## config.mk

```make
export PLATFORM = sky130hd
export DESIGN_NAME = mod_interrupt
export DESIGN_NICKNAME = d
export VERILOG_FILES = /design/src/rtl/mod_interrupt.sv
export SDC_FILE = /design/constraint.sdc
export NUM_CORES = 1
export LEC_CHECK = 0
export BUFFER_PORTS_ARGS = -buffer_cell sky130_fd_sc_hd__buf_2
export CAP_MARGIN = 20
export CORE_MARGIN = 2
export CORE_UTILIZATION = 38
export CTS_BUF_LIST = sky130_fd_sc_hd__clkbuf_4
export DETAILED_ROUTE_END_ITERATION = 6
export GPL_TIMING_DRIVEN = 0
export PLACE_DENSITY = 0.84
export SLEW_MARGIN = 10
export SYNTH_ARGS = -nofsm -noshare
export SYNTH_HDL_FRONTEND = slang
export SYNTH_SLANG_ARGS = --single-unit
```

## constraint.sdc

```tcl
create_clock -name clk -period 2.5 [get_ports clk]
set_clock_uncertainty 0.15 [all_clocks]
set_input_delay 0.375 -clock clk [delete_from_list [all_inputs] [get_ports clk]]
set_output_delay 0.375 -clock clk [all_outputs]
set_load 0.05 [all_outputs]
```

## src/rtl/mod_interrupt.sv

```systemverilog
// Interrupt controller for data-bus slot 10.
// Rising edges on peripheral interrupt lines are latched into a pending
// register. Pending sources are masked and combined into one registered
// request to the CPU. An acknowledge from the CPU drops the global enable
// until software turns it back on.
module mod_interrupt #(
    parameter int NSRC = 8
) (
    input  logic            clk,
    input  logic            rst,
    input  logic            ie,
    input  logic            de,
    input  logic [31:0]     iaddr,
    input  logic [31:0]     daddr,
    input  logic            drw,
    input  logic [31:0]     din,
    output logic [31:0]     iout,
    output logic [31:0]     dout,
    input  logic [NSRC-1:0] irq_src,
    output logic            cpu_irq,
    input  logic            cpu_irq_ack
);

    // Register selects, taken from daddr[3:2]
    localparam logic [1:0] REG_CTRL   = 2'd0;
    localparam logic [1:0] REG_MASK   = 2'd1;
    localparam logic [1:0] REG_STATUS = 2'd2;
    localparam logic [1:0] REG_INDEX  = 2'd3;

    // Zero padding that widens a source vector to the 32-bit bus
    localparam int PAD = 32 - NSRC;

    // Architectural state
    logic            gie_r;
    logic [NSRC-1:0] mask_r;
    logic [NSRC-1:0] status_r;
    logic [NSRC-1:0] prev_r;
    logic            cpu_irq_r;

    // Decode and datapath
    logic [1:0]      sel_s;
    logic            wr_s;
    logic            rd_s;
    logic [NSRC-1:0] rise_s;
    logic [NSRC-1:0] w1c_s;
    logic [NSRC-1:0] status_nxt_s;
    logic [NSRC-1:0] pend_s;
    logic            valid_s;
    logic [4:0]      idx_s;
    logic [31:0]     dout_s;

    // The instruction port, the address bits outside [3:2] and the write
    // data above the source range have no function in this block.
    logic            unused_s;

    // Index of the lowest set bit of v; 0 when v is empty.
    function automatic logic [4:0] lowest_set(input logic [NSRC-1:0] v);
        logic [4:0] r;
        r = 5'd0;
        for (int i = NSRC - 1; i >= 0; i--) begin
            if (v[i]) begin
                r = 5'(i);
            end
        end
        return r;
    endfunction

    assign sel_s    = daddr[3:2];
    assign wr_s     = de & drw;
    assign rd_s     = de & ~drw;
    assign unused_s = &{1'b0, ie, iaddr, daddr[31:4], daddr[1:0], din[31:NSRC]};

    // A line counts as an event only on the cycle it goes from low to high.
    assign rise_s = irq_src & ~prev_r;

    // Write-one-to-clear request for STATUS, empty unless STATUS is written
    always_comb begin
        w1c_s = {NSRC{1'b0}};
        if (wr_s && (sel_s == REG_STATUS)) begin
            w1c_s = din[NSRC-1:0];
        end else begin
            w1c_s = {NSRC{1'b0}};
        end
    end

    // Clear is applied before set so a capture in the same cycle survives.
    assign status_nxt_s = (status_r & ~w1c_s) | rise_s;

    // Enabled pending sources and their lowest-numbered member
    assign pend_s  = status_r & mask_r;
    assign valid_s = |pend_s;
    assign idx_s   = lowest_set(pend_s);

    // Edge-detect history and pending capture / clear
    always_ff @(posedge clk) begin
        if (rst) begin
            prev_r   <= {NSRC{1'b0}};
            status_r <= {NSRC{1'b0}};
        end else begin
            prev_r   <= irq_src;
            status_r <= status_nxt_s;
        end
    end

    // Source mask, written from the bus
    always_ff @(posedge clk) begin
        if (rst) begin
            mask_r <= {NSRC{1'b0}};
        end else if (wr_s && (sel_s == REG_MASK)) begin
            mask_r <= din[NSRC-1:0];
        end else begin
            mask_r <= mask_r;
        end
    end

    // Global enable; an acknowledge overrides a simultaneous CTRL write
    always_ff @(posedge clk) begin
        if (rst) begin
            gie_r <= 1'b0;
        end else if (cpu_irq_ack) begin
            gie_r <= 1'b0;
        end else if (wr_s && (sel_s == REG_CTRL)) begin
            gie_r <= din[0];
        end else begin
            gie_r <= gie_r;
        end
    end

    // Registered request to the CPU
    always_ff @(posedge clk) begin
        if (rst) begin
            cpu_irq_r <= 1'b0;
        end else begin
            cpu_irq_r <= gie_r & valid_s;
        end
    end

    // Combinational read mux; idle bus reads as zero
    always_comb begin
        dout_s = 32'd0;
        if (rd_s) begin
            case (sel_s)
                REG_CTRL:   dout_s = {31'd0, gie_r};
                REG_MASK:   dout_s = {{PAD{1'b0}}, mask_r};
                REG_STATUS: dout_s = {{PAD{1'b0}}, status_r};
                REG_INDEX: begin
                    if (valid_s) begin
                        dout_s = {1'b1, 26'd0, idx_s};
                    end else begin
                        dout_s = 32'd0;
                    end
                end
                default:    dout_s = 32'd0;
            endcase
        end else begin
            dout_s = 32'd0;
        end
    end

    assign dout    = dout_s;
    assign iout    = 32'd0;
    assign cpu_irq = cpu_irq_r;

endmodule

```

=== Yosys cells after proc, flatten, opt, wreduce, memory -nomap -nowiden ===
Cells that the tools add are included.
Widths: inputs -> output; s select.

* Multiplexer cells: 12
* Order comparisons: 0
* Multiply operators: 0
* Equality and inequality tests: 3
* Divide/modulo/power cells: 0
* Add/sub/neg operators: 0
* Bitwise operators: 10
* Shift-type cells: 0
* Reductions and logical operators: 6

{| class="wikitable"
|+ Operators by type and width
! kind !! number
|-
| $pmux 32 s4 || 1
|-
| $mux 32 || 2
|-
| $mux 5 || 7
|-
| $and 8x8->8 || 3
|-
| $not 8->8 || 2
|-
| $mux 8 || 1
|-
| $or 8x8->8 || 1
|-
| $reduce_or 8->1 || 1
|-
| $eq 2x2->1 const B || 2
|-
| $and 1x1->1 || 3
|-
| $logic_and 1x1->1 || 3
|-
| $mux 3 || 1
|-
| $eq 2x1->1 const B || 1
|-
| $logic_not 2->1 || 1
|-
| $reduce_or 2->1 || 1
|-
| $not 1->1 || 1
|}

* Word-level logic and storage cells: 36
* Register bits: 26
* RAM bits: 0
* Bits of input ports: 110
* Latch bits: 0
* Memories: 0
* ROM bits: 0

=== Longest topological paths before layout ===
Gate-level depths: netlist of run 1.

* Depth after elaboration: 12
* Depth in mapped cells: 6

=== Least setup slack after synthesis of run 1 ===
No wires, ideal clock.

* Path kind: input to output
* Start: input drw
* End: output dout[0]
* Arrival time: 2.129 ns
* Slack: -0.154 ns
* Buffers on the path: 1
* Cell stages on the path: 4
* Cells stage by stage: nand2b_1 > buf_2 > a211o_1 > o32ai_1

* Longest elaborated chain between the ends: 3

{| class="wikitable"
|+ RTL lines
! what !! RTL line !! source
|-
| from (decl) || 15 || <nowiki>input logic drw,</nowiki>
|-
| $not 1->1 || 70 || <nowiki>assign rd_s = de & ~drw;</nowiki>
|-
| $and 1x1->1 || 70 ||
|-
| $mux 32 || 141 || <nowiki>if (rd_s) begin</nowiki>
|-
| to (decl) || 18 || <nowiki>output logic [31:0] dout,</nowiki>
|}

Every way passes these cells.

=== Worst setup path after layout of run 1 ===
* Start: register status_r[1]
* End: output dout[2]

* Longest elaborated chain between the ends: 6
* Elaborated cells on any way between the ends: 7
* Those cells by class: mux (5); bitwise (1); reduce/logical (1)

{| class="wikitable"
|+ RTL lines
! what !! RTL line !! source
|-
| from (decl) || 36 || <nowiki>logic [NSRC-1:0] status_r;</nowiki>
|-
| from (signal assigned) || 98 || <nowiki>status_r <= {NSRC{1'b0}};</nowiki>
|-
| from (signal assigned) || 101 || <nowiki>status_r <= status_nxt_s;</nowiki>
|-
| $and 8x8->8 * || 90 || <nowiki>assign pend_s = status_r & mask_r;</nowiki>
|-
| $mux 5 (2 in series) || 61 || <nowiki>if (v[i]) begin</nowiki>
|-
| $mux 32 * || 147 || <nowiki>if (valid_s) begin</nowiki>
|-
| $pmux 32 s4 * || 142 || <nowiki>case (sel_s)</nowiki>
|-
| $mux 32 * || 141 ||
|}

Every way passes the cells marked *; elsewhere a longest branch is shown, timed or not.

==> key figures, run 1 <==
Run status
  – Run status: complete, no violations

Clocking
  – Root Buffer: clkbuf_4
  – CTS tree: done
  – Max clock buf depth: 2
  – Post-CTS setup buffers: 0
  – CTS Buf Count: 3
  – Worst-Skew Late Latency: 0.33 ns
  – Clk sinks: 26
  – # hold bufs at CTS: 0
  – Clock transition at the registers of the reported paths: 0.14 ns
  – Post-CTS Resized: 0
  – CTS H-tree depth: 1

GRT
  – Initial antenna violation count: 0
  – GR Util All Layers: 14.5%
  – First-pass GRT wire length: 5.21 mm
  – Vias in the first global route: 1234
  – Largest net degree at the start of global routing: 16
  – GR Overflow Total: 0

Pwr
  – Leak pwr: 1.07 nW
  – Total power: 0.00109 W
  – VDD IR max: 0.405 mV
  – Power per standard cell area: 524 nW/um2

Synth
  – Yosys cell types: 27
  – Synth Flop Type: dfxtp_1
  – Mapped cell area: 1590 um2
  – Async S/R FF share, synth: 0%
  – Post-synth EDFFs: 0
  – Ys Warns: 0
  – Register area share after synthesis: 32.8%
  – Biggest area consumer among synthesized cells: dfxtp_1
  – Most frequent cell after synthesis: buf_4
  – Mean post-synth cell area: 7.91 um2
  – Synth cell count leaders: 55 x buf_4, 30 x nand2_1, 26 x dfxtp_1
  – Mapped Cells: 201
  – Synth Register Bits: 26
  – Ranking of synthesized cells by area: dfxtp_1 33%, buf_4 26%, nand2_1 7.1%
  – Top-area cell type share of the netlist area: 32.8%

Critical path
  – Critical Path End Type: output port
  – Setup crit start kind: flop
  – Critical-path maximum fanout: 4
  – CP Class: reg -> out
  – Critical Path AT: 1.73 ns
  – CP required: 1.98 ns

Timing
  – Fin. Hold Viols: 0
  – Rel. slew slack: 66.5%
  – Final Cycle Share: 90.4%
  – Final worst setup slack: 0.240 ns
  – Final Setup Violations: 0
  – F_max: 0.443 GHz
  – Min Tclk post-route: 2.26 ns
  – Worst-Margin Slew: 0.502 ns
  – TNS Setup: 0 ns
  – Final Max Slew Viols: 0
  – RSZ-0062 raised after global routing: false

Drt
  – Drt initial violations: 31
  – Via count: 1435
  – DR WL/cell: 9.65 um
  – Remaining DRCs: 0
  – Vias per cell: 4.21
  – Drt first pass iters: 4
  – Final wirelength: 3.29 mm
  – Antenna-violating nets left: 0

Flow run
  – Number of max-cap violations: 0

Place
  – Post-DP HPWL: 2.65 mm
  – Dpl ws: 0.371 ns
  – Final Wtd Congestion: 0.870
  – IO Port Bufs: 32

Floorplanning
  – Num rows: 23
  – Die width: 68.7 um
  – Starting Density: 39.7%
  – Die Y: 68.7 um
  – Die area: 4710 um2
  – Core area: 4000 um2
  – I/O pins: 175

Layout
  – Final net count: 402
  – Filler cells: 394
  – N_diodes: 0
  – Share of layout cells above drive strength 1: 33.7%
  – Layout overhead on the synthesized area: 30.6%

Min path
  – Hold Crit Class: in -> reg
[stage by stage]
stage	hold WS, ns	area, um2	instances	util (%)
after global placement	0.324	2020	337	50.5
after detailed placement	0.329	2020	337	50.5
final	0.0433	2070	341	51.9
after global routing	0.0374	2070	341	51.9
after floorplan	0.297	1800	255	-
after CTS	0.0406	2070	341	51.9
[layout make-up]
| type | instances | area (um2) | area share, % |
|---|---|---|---|
| Multi-Input combinational cell | 167 | 821 | 39.6 |
| Sequential cell | 26 | 520 | 25.1 |
| Buffer | 62 | 458 | 22.1 |
| Timing Repair Buffer | 32 | 160 | 7.72 |
| Tap cell | 50 | 62.6 | 3.02 |
| Clock inverter | 1 | 30.0 | 1.45 |
| Clock buffer | 3 | 22.5 | 1.09 |
[per-layer routing]
| metal | up-vias | global-route usage (%) | routed length (um) |
|---|---|---|---|
| li1 | 740 | - | - |
| met1 | 608 | 16.5 | 1300 |
| met2 | 80 | 25.6 | 1590 |
| met3 | 7 | 2.92 | 328 |
| met4 | 0 | 7.00 | 72 |
| met5 | - | 0 | 0 |
[where the power goes]
group          switching (W)  internal [W]
Clock               0.000127      0.000162
Combinational       0.000245      0.000102
Sequential         0.0000162      0.000434
[sequential cells by signal, indices dropped and copies added (netlist names)]
name,count
cpu_irq,1
gie_r,1
mask_r,8
prev_r,8
status_r,8
[cells by family after synthesis]
kind of cell | count (synthesis) | share of synthesized area, %
AND/OR/NAND/NOR | 75 | 22.8
buffers and inverters | 62 | 28.8
multiplexers | 2 | 1.26
other | 1 | 0.236
AO/OA/AOI/OAI | 35 | 14.2
flip-flops | 26 | 32.8
[placed cells by master (no fill, tap or decap)]
| master | netlist | final |
|---|---|---|
| a211o_1 | 1 | 1 |
| a21oi_1 | 18 | 18 |
| a222oi_1 | 1 | 1 |
| a22o_1 | 1 | 1 |
| a22oi_1 | 9 | 9 |
| a31oi_1 | 1 | 1 |
| a32o_1 | 2 | 2 |
| and2b_1 | 1 | 1 |
| and3_1 | 1 | 1 |
| and4b_1 | 1 | 1 |
| buf_2 | 3 | 35 |
| buf_4 | 55 | 55 |
| buf_6 | 2 | 2 |
| bufinv_16 | 0 | 1 |
| clkbuf_1 | 2 | 2 |
| clkbuf_4 | 0 | 3 |
| conb_1 | 1 | 55 |
| dfxtp_1 | 26 | 26 |
| mux2i_1 | 2 | 2 |
| nand2_1 | 30 | 30 |
| nand2b_1 | 2 | 2 |
| nand3_1 | 2 | 2 |
| nor2_1 | 16 | 16 |
| nor2b_1 | 17 | 17 |
| nor2b_4 | 1 | 1 |
| nor3_1 | 3 | 3 |
| nor3b_1 | 1 | 1 |
| o21ai_0 | 1 | 1 |
| o32ai_2 | 0 | 1 |
[worst paths after layout]
check                    from        end  slack [ns]  cells past startpoint
setup / recovery  status_r[1]    dout[2]        0.24                      5
hold reg to reg     mask_r[6]  mask_r[6]        0.35                      2
setup reg to reg  status_r[5]    cpu_irq        1.11                      4
hold / removal    cpu_irq_ack      gie_r        0.04                      2
[worst max-delay path, stage by stage (launching register included)]
cell,delay [ns]
dfxtp_1,0.38
a22oi_1,0.22
nor2b_1,0.20
nand3_1,0.09
a21oi_1,0.22
buf_2,0.30
Power figures use the tool's default switching activity.
==> run 2: changes to the inputs <==
CORE_UTILIZATION = 35   (was 38)
PLACE_DENSITY = 0.78   (was 0.84)
clock period = 2.4 ns   (was 2.5 ns; I/O delays follow)
==> key figures, run 2 (synthesis gave the netlist of run 1 again) <==
Clocking
  – Clk sinks: 26
  – CTS Buf Count: 3
  – CTS tree: done
  – Max clock buf depth: 2
  – CTS H-tree depth: 1
  – Post-CTS setup buffers: 0
  – Clock transition at the registers of the reported paths: 0.13 ns
  – Worst-Skew Late Latency: 0.31 ns
  – Root Buffer: clkbuf_4

Drt
  – DR WL/cell: 10.1 um
  – Remaining DRCs: 0
  – Final wirelength: 3.46 mm
  – Vias per cell: 4.08
  – Antenna-violating nets left: 0
  – Via count: 1401
  – Drt initial violations: 34
  – Drt first pass iters: 4

Timing
  – Rel. slew slack: 65.3%
  – Worst-Margin Slew: 0.521 ns
  – Fin Hold WS: 0.0453 ns
  – F_max: 0.446 GHz
  – Fin. Hold Viols: 0
  – Final Max Slew Viols: 0
  – Min Tclk post-route: 2.24 ns
  – Final Setup Violations: 0
  – RSZ-0062 raised after global routing: false
  – Final Cycle Share: 93.4%
  – TNS Setup: 0 ns

Critical path
  – R2R setup slack: 0.99 ns
  – Reg2Reg Depth: 4
  – Critical-path maximum fanout: 4
  – Critical Path End Type: output port
  – Critical Path AT: 1.73 ns
  – CP required: 1.89 ns
  – Reg2reg start: status_r[5]
  – RR Endpoint: cpu_irq
  – Setup crit start kind: flop
  – CP Class: reg -> out

Pwr
  – Power per standard cell area: 494 nW/um2
  – Net Switching: 0.000396 W
  – Pint: 0.000619 W
  – Reg power frac: 46.3%
  – Leak pwr: 1.05 nW
  – VDD IR max: 0.306 mV
  – Combinational Power Share: 35.7%
  – Sw Share: 39.0%
  – Share of total power in the clock network: 18.0%

Floorplanning
  – I/O pins: 175
  – Num rows: 24
  – Die width: 71.4 um
  – Starting Density: 36.5%
  – Core area: 4350 um2
  – Die area: 5100 um2
  – Die Y: 71.4 um

Layout
  – Share of layout cells above drive strength 1: 33.7%
  – Biggest regs: mask_r: 8 flops, prev_r: 8 flops, status_r: 8 flops
  – Layout overhead on the synthesized area: 29.4%
  – Most frequent cells in the layout: 55 x buf_4, 55 x conb_1, 35 x buf_2, 30 x nand2_1, 26 x dfxtp_1
  – Fin area: 2060 um2
  – Final net count: 402
  – N_diodes: 0
  – Filler cells: 449
  – Final Util: 47.2%

Place
  – Post-DP HPWL: 2.82 mm
  – Final Wtd Congestion: 0.781
  – Placed inst area: 2020 um2
  – IO Port Bufs: 32

GRT
  – First-pass GRT wire length: 5.49 mm
  – GR Overflow Total: 0
  – Largest net degree at the start of global routing: 15
  – GR Util All Layers: 13.1%
  – Vias in the first global route: 1239
  – Initial antenna violation count: 0

Flow run
  – Number of max-cap violations: 0

Min path
  – Critical hold path startpoint: cpu_irq_ack
  – Hold endpoint: gie_r
  – Hold Crit Class: in -> reg
  – Hold path depth: 2

Run status
  – Run status: complete, no violations
-- run 2: through the flow --
stage	instances	power [W]	setup WS [ns]
floorplan	255	0.000792	0.148
global placement	339	0.000832	0.282
detailed placement	339	0.000836	0.270
CTS	343	0.00102	0.125
global route	343	0.00106	0.0373
finish	343	0.00101	0.157
-- run 2: critical path, stage by stage (launching register included) --
cell and delay (ns):
dfxtp_1 0.37, a22o_1 0.25, nand2b_1 0.16, nor2_1 0.28, o32ai_2 0.14, buf_2 0.22
-- run 2: power groups by stage --
stage,Sequential (W),Combinational [W],Clock (W)
after floorplan,0.000473,0.000318,0
after global placement,0.000477,0.000355,0
after detailed placement,0.000479,0.000358,0
after CTS,0.000469,0.000358,0.000189
after global routing,0.000472,0.000384,0.000207
final,0.000470,0.000363,0.000183
-- run 2: layout make-up --
cell class,instances,area (um2),area share (%)
Clock buffer,3,22.5,1.10
Clock inverter,1,3.75,0.183
Buffer,62,458,22.3
Sequential cell,26,520,25.3
Tap cell,52,65.1,3.16
Timing Repair Buffer,32,160,7.79
Multi-Input combinational cell,167,826,40.2
-- run 2: what timing repair did --
action | in CTS | in global routing
endpoints found under the setup margin | 0 | 1
hold buffers | 0 | 0
resized for setup | 0 | 1
-- run 2: worst max-delay path by stage --
stage                           start  endpoint  slack [ns]
after floorplan                   drw  dout[31]        0.15
after global placement            drw   dout[0]        0.28
after detailed placement          drw   dout[0]        0.27
after CTS                 status_r[3]   dout[1]        0.13
after global routing      status_r[1]   dout[2]        0.04
final                     status_r[5]   dout[0]        0.16
-- run 2: per-layer routing --
layer,part of all wire (%),vias up,global-route usage (%)
li1,-,737,-
met1,41,590,16.2
met2,50,70,23.9
met3,9.0,4,1.83
met4,0.90,0,3.56
met5,0,-,0
